### config.mk
export PLATFORM = sky130hd
export DESIGN_NAME = par2ser_mux_ctrl
export DESIGN_NICKNAME = d
export VERILOG_FILES = /design/src/rtl/par2ser_pkg.sv /design/src/rtl/par2ser_mux_ctrl_mux8x1.sv /design/src/rtl/par2ser_mux_ctrl.sv
export SDC_FILE = /design/constraint.sdc
export NUM_CORES = 1
export LEC_CHECK = 0
export ABC_AREA = 1
export CAP_MARGIN = 20
export CORE_UTILIZATION = 43
export DETAILED_ROUTE_END_ITERATION = 8
export MAX_ROUTING_LAYER = met4
export PLACE_DENSITY = 0.78
export SLEW_MARGIN = 5
export SYNTH_ARGS = -nofsm -noshare
export SYNTH_HDL_FRONTEND = slang
export SYNTH_SLANG_ARGS = --single-unit
### constraint.sdc
create_clock -name clk -period 1.7 [get_ports clk]
set_input_delay 0.34 -clock clk [delete_from_list [all_inputs] [get_ports clk]]
set_output_delay 0.34 -clock clk [all_outputs]
set_load 0.01 [all_outputs]
### src/rtl/par2ser_pkg.sv
// Shared types and constants for the parallel-to-serial sequencer.
package par2ser_pkg;

  localparam int unsigned SEL_W  = 3;
  localparam int unsigned WORD_W = 8;

  typedef enum logic {
    IDLE,
    SEND
  } state_t;

  function automatic logic [SEL_W-1:0] sel_start(input bit lsb_first);
    return lsb_first ? '0 : '1;
  endfunction

  function automatic logic [SEL_W-1:0] sel_end(input bit lsb_first);
    return lsb_first ? '1 : '0;
  endfunction

endpackage

### src/rtl/par2ser_mux_ctrl_mux8x1.sv
// 8:1 gate-level multiplexer: y = i[s], built from decoded AND terms and an OR tree.
module mux8x1 (
  input  logic [7:0] i,
  input  logic [2:0] s,
  output logic       y
);

  logic [2:0] sn;
  logic [7:0] t;

  assign sn   = ~s;
  assign t[0] = i[0] & sn[2] & sn[1] & sn[0];
  assign t[1] = i[1] & sn[2] & sn[1] & s[0];
  assign t[2] = i[2] & sn[2] & s[1]  & sn[0];
  assign t[3] = i[3] & sn[2] & s[1]  & s[0];
  assign t[4] = i[4] & s[2]  & sn[1] & sn[0];
  assign t[5] = i[5] & s[2]  & sn[1] & s[0];
  assign t[6] = i[6] & s[2]  & s[1]  & sn[0];
  assign t[7] = i[7] & s[2]  & s[1]  & s[0];
  assign y    = |t;

endmodule

### src/rtl/par2ser_mux_ctrl.sv
// Accepts 8-bit words on a valid/ready handshake and streams them out one bit
// per serial beat, walking the mux select from START to END.
module par2ser_mux_ctrl
  import par2ser_pkg::*;
#(
  parameter bit LSB_FIRST = 1'b1
) (
  input  logic              clk,
  input  logic              rst_n,
  input  logic [WORD_W-1:0] in_data,
  input  logic              in_valid,
  output logic              in_ready,
  output logic [SEL_W-1:0]  sel,
  output logic              ser_out,
  output logic              ser_valid,
  input  logic              ser_ready,
  output logic              ser_last
);

  localparam logic [SEL_W-1:0] START = sel_start(LSB_FIRST);
  localparam logic [SEL_W-1:0] END   = sel_end(LSB_FIRST);

  state_t             state_q, state_d;
  logic [WORD_W-1:0]  hold_q, hold_d;
  logic [SEL_W-1:0]   sel_q, sel_d;
  logic               beat;

  always_ff @(posedge clk or negedge rst_n) begin
    if (!rst_n) begin
      state_q <= IDLE;
      hold_q  <= '0;
      sel_q   <= START;
    end else begin
      state_q <= state_d;
      hold_q  <= hold_d;
      sel_q   <= sel_d;
    end
  end

  always_comb begin
    state_d   = state_q;
    hold_d    = hold_q;
    sel_d     = sel_q;
    ser_valid = (state_q == SEND);
    ser_last  = ser_valid && (sel_q == END);
    beat      = ser_valid && ser_ready;
    // Gated by rst_n so in_ready reads 0 while reset is held.
    in_ready  = rst_n && ((state_q == IDLE) || (ser_last && ser_ready));

    unique case (state_q)
      IDLE: begin
        if (in_valid) begin
          hold_d  = in_data;
          sel_d   = START;
          state_d = SEND;
        end
      end
      SEND: begin
        if (beat) begin
          if (!ser_last) begin
            sel_d = LSB_FIRST ? sel_q + SEL_W'(1) : sel_q - SEL_W'(1);
          end else if (in_valid) begin
            hold_d = in_data;
            sel_d  = START;
          end else begin
            sel_d   = START;
            state_d = IDLE;
          end
        end
      end
      default: state_d = IDLE;
    endcase
  end

  assign sel = sel_q;

  mux8x1 u_mux (
    .i (hold_q),
    .s (sel_q),
    .y (ser_out)
  );

endmodule

After elaboration in Yosys (flattened, before gate mapping)
Cells that the tools add are included.
- bits in registers: 12
- output and inout bits: 7
- add/subtract/negate cells: 1
- equal/unequal tests: 4
- mux-type cells: 12
- bitwise operators: 26
- reductions and logical operators: 8
- operators by type and width (kind ; count):
    1-bit AND ; 24
    8-bit 2-to-1 mux ; 3
    8-bit case mux with 2 select lines ; 1
    3-bit 2-to-1 mux ; 3
    8-bit OR reduction ; 1
    3-bit case mux with 2 select lines ; 1
    1-bit logical AND ; 4
    2-bit != test, second input constant ; 2
    2-bit AND reduction ; 2
    3-bit by 1-bit adder with 3-bit output, second input constant ; 1
    3-bit equality test, second input constant ; 1
    1-bit 2-to-1 mux ; 3
    3-bit NOT ; 1
    2-bit by 1-bit != test with 1-bit output, second input constant ; 1
    1-bit case mux with 2 select lines ; 1
    1-bit logical OR ; 1
    1-bit NOT ; 1

Longest topological paths before layout
Gate-level depths: netlist (run 1).
- depth after elaboration: 5
- mapped depth: 7

By module
Synthesis (run 1) repeated with hierarchy kept, for this count alone.
- cells, all modules: 80
- area, all modules: 618.1 sq um
- modules (own cells, without submodules) (module ; instances ; cells each ; area an instance (sq um) ; sequential area each (sq um)):
    par2ser_mux_ctrl ; 1 ; 62 ; 543.0 ; 300.3
    mux8x1 ; 1 ; 18 ; 75.1 ; 0.0

Worst setup path before layout (run 1)
Ideal clock, no wire load.
- path type: reg2out
- start: reg sel_q[0] (netlist: sel[0])
- end: out in_ready
- arrival: 1.133 ns
- required time: 1.360 ns
- path slack: 0.227 ns
- stages on the path, launching flop included: 5
- buffers on the path: 0
- cell sequence: dfrtp_1 > ha_1 > ha_1 > nand2_1 > a21boi_1
- longest elaborated chain between the ends: 5
- RTL lines (what ; RTL line ; source):
    from (decl) ; par2ser_mux_ctrl.sv:25 ; logic [SEL_W-1:0] sel_q, sel_d;
    from (signal assigned) ; par2ser_mux_ctrl.sv:36 ; sel_q <= sel_d;
    3-bit equality test ; par2ser_mux_ctrl.sv:45 ; ser_last = ser_valid && (sel_q == END);
    1-bit logical AND ; par2ser_mux_ctrl.sv:45 ;
    1-bit logical AND ; par2ser_mux_ctrl.sv:48 ; in_ready = rst_n && ((state_q == IDLE) || (ser_last && ser_ready));
    1-bit logical OR ; par2ser_mux_ctrl.sv:48 ;
    1-bit logical AND ; par2ser_mux_ctrl.sv:48 ;
    to (decl) ; par2ser_mux_ctrl.sv:12 ; output logic in_ready,
Every way passes these cells.

Worst setup path after layout (run 1)
Ends and elaborated chain as after synthesis.

==> out/metrics.yaml, run 1 <==
clk_latency_ns: 0.28
fp.dieH_um: 39.4
fin_skew_ns: 0.00179
synth-warning-count: 0
cpMaxStageDelayCell: "dfrtp_1"
avgRoutedWirePerCell_um: 11.7
grt_pass1_wl_um: 2210
outcome: "finished clean"
synth_area_leader_cell: "dfrtp_1"
drtAntennaViolNets: 0
critPathMaxStageDelay_ns: 0.38
cp-end-kind: "output pin"
worst_hold_path_type: "in2async"
fmax_mhz: 601
irDropWorstVdd_mv: 0.696
post-route-period-util_pct: 97.8
crit_required_ns: 1.36
initial_core_util_pct: 46.2
clockRootBuffer: "clkbuf_4"
max_slew_margin_pct: 83.2
syn_area_sq_um: 602
critPathKind: "reg2out"
yosysSeqAreaShare_pct: 49.9
n_fill_cell: 121
cts_tree: "done"
fp.dieW_um: 39.4
cp_cell_sequence: "ha_2 -> ha_4 -> nand2_4 -> a21boi_2 -> buf_2"
clk_pin_slew_ns: 0.08
drtIter0Drc: 13
seqCellArea_sq_um: 302
tns_ns: 0
grt_pass1_vias: 509
synth.net_count: 89
worstPathArrival_ns: 1.32
synth_compound_area_share_pct: 4.57
first_pass_iters: 4
port_buffers: 18
syn_area_per_cell_sq_um: 8.02
antenna_found_initial: 0
htreeDepth: 1
finalSetupViolCount: 0
worst_pin_slew_ns: 0.251
fin_nets: 118
clkSinkCount: 12
drc: 0
hold_viol: 0
rsz0062_at_grt: "true"
synth.distinct_cells: 11
synth.top_cell.area_share_pct: 49.9
critical_path_depth: 5
synth_simple_gate_area_share_pct: 35.8
multi_input_area_sq_um: 294
synthMuxAreaShare_pct: 0
grt.total_usage_pct: 22.1
synthToLayoutAreaGrowth_pct: 50.5
cts_buffers: 3
cp_num_buf_inv: 1
synthTopCellsByArea: "dfrtp_1 (50%), nand2_1 (19%), nand3_1 (13%)"
total_power_mw: 1.34
synth_top_family_by_area: "simple AND/OR/NAND/NOR gates"
coreArea_sq_um: 1300
holdWs_ns: 0.431
cts_setup_buffers: 0
clk_path_buf_depth: 2
synthAdderAreaFrac_pct: 4.16
critical-path-top-delay-family: "flip-flops"
diodes: 0
leakagePower_nw: 0.484
syn_inst: 75
via_per_inst: 5.14
synth_xor_area_share_pct: 0
crit_path_start_kind: "flip-flop"
routed_wirelength_um: 1390
gp_congestion: 0.713
hpwlAfterDp_um: 1030
period_needed_ns: 1.66
drive_gt1_share_pct: 22.3
ios: 19
vias: 606
crit_fanout: 3
fp.dieArea_sq_um: 1550
ys_ff_latch: 12
cap_violations: 0
grt.overflow.total: 0
grt_max_degree: 13
maxSlewViolCount: 0
core.rowCount: 13
ff2ff_path_depth: 8
power_density_nw_per_um2: 1480
[synth_stat cells]
library cell  number
ha_1               2
nand2_1           30
buf_4              1
inv_2              2
dfrtp_1           12
a21boi_1           1
nand2_4            2
clkinv_1           1
o21ai_1            4
inv_1              4
nand3_1           16
[path summary, 6_finish.rpt]
path / start / end / slack (ns)
setup / recovery: sel[0] / in_ready / 0.04
hold / removal: rst_n / hold_q[4] / 0.43
setup reg to reg: sel[0] / hold_q[3] / 0.32
hold reg to reg: hold_q[2] / hold_q[2] / 0.48
max in group asynchronous: rst_n / ser_valid / 1.10
min in group clk: hold_q[2] / hold_q[2] / 0.48
[registers in the layout, summed over array words and instances, names as in the netlist]
register and cells:
hold_q 8, sel 3, ser_valid 1
[timing repair]
item / in CTS / in global routing
endpoints found under the setup margin: 3 / 6
pin swaps: 0 / 2
resized for setup: 15 / 8
hold buffers: 0 / 0
endpoints found under the hold margin: 0 / 0
[per-layer routing]
layer  vias to the layer above  routed length, um  global-route usage, %
met3                         4                 40                   3.41
li1                        301                  -                      -
met1                       286                625                   28.4
met2                        15                694                   32.8
met5                         -                  0                      -
met4                         0                 25                   12.9
[metrics by stage]
step	setup slack, ns	instance area (sq um)	std cells	utilization (%)
2_1_floorplan	0.227	602	75	-
3_3_place_gp	-0.218	846	114	65.0
3_5_place_dp	-0.214	846	114	65.0
4_1_cts	-0.00452	901	118	69.2
5_1_grt	-0.0467	906	118	69.6
6_report	0.0366	906	118	69.6
[where the power goes]
group | internal (mW) | leakage (nW) | switching (mW) | total, mW
Combinational | 0.307 | 0.317 | 0.305 | 0.612
Sequential | 0.414 | 0.146 | 0.0824 | 0.497
Clock | 0.130 | 0.0210 | 0.101 | 0.232
[cell usage in the layout, fill, tap and decap left out, types with 2 or more instances in the layout]
cell type / instances
buf_4: 6
o21ai_1: 4
clkbuf_4: 3
dlymetal6s2s_1: 2
clkdlybuf4s50_1: 13
nand2_4: 3
nand3_1: 16
buf_2: 3
dfrtp_1: 11
inv_1: 4
nand2_1: 29
[cells by family after synthesis]
logic type	count (synthesis)
and+or+nand+nor	48
AOI/OAI and AO/OA	5
buffers and inverters	8
adders and majority gates	2
DFF	12
[final cells by class]
class / instances / share of cell area [%]
sequential: 12 / 33.3
inverter: 7 / 3.18
timing repair buffer: 25 / 25.0
multi-input combinational: 55 / 32.5
tap: 15 / 2.07
clock buffer: 4 / 4.01
(Power assumes the default switching activity.)
==> run 2, diff against run 1 <==
--- a/config.mk
+++ b/config.mk
@@ -6,6 +6,7 @@
 export NUM_CORES = 1
 export LEC_CHECK = 0
 export ABC_AREA = 1
+export ABC_CLOCK_PERIOD_IN_PS = 1700
 export CAP_MARGIN = 20
 export CORE_UTILIZATION = 43
 export DETAILED_ROUTE_END_ITERATION = 8
==> results of run 2 <==
No change in the layout: final DEF, timing and power equal those of run 1.
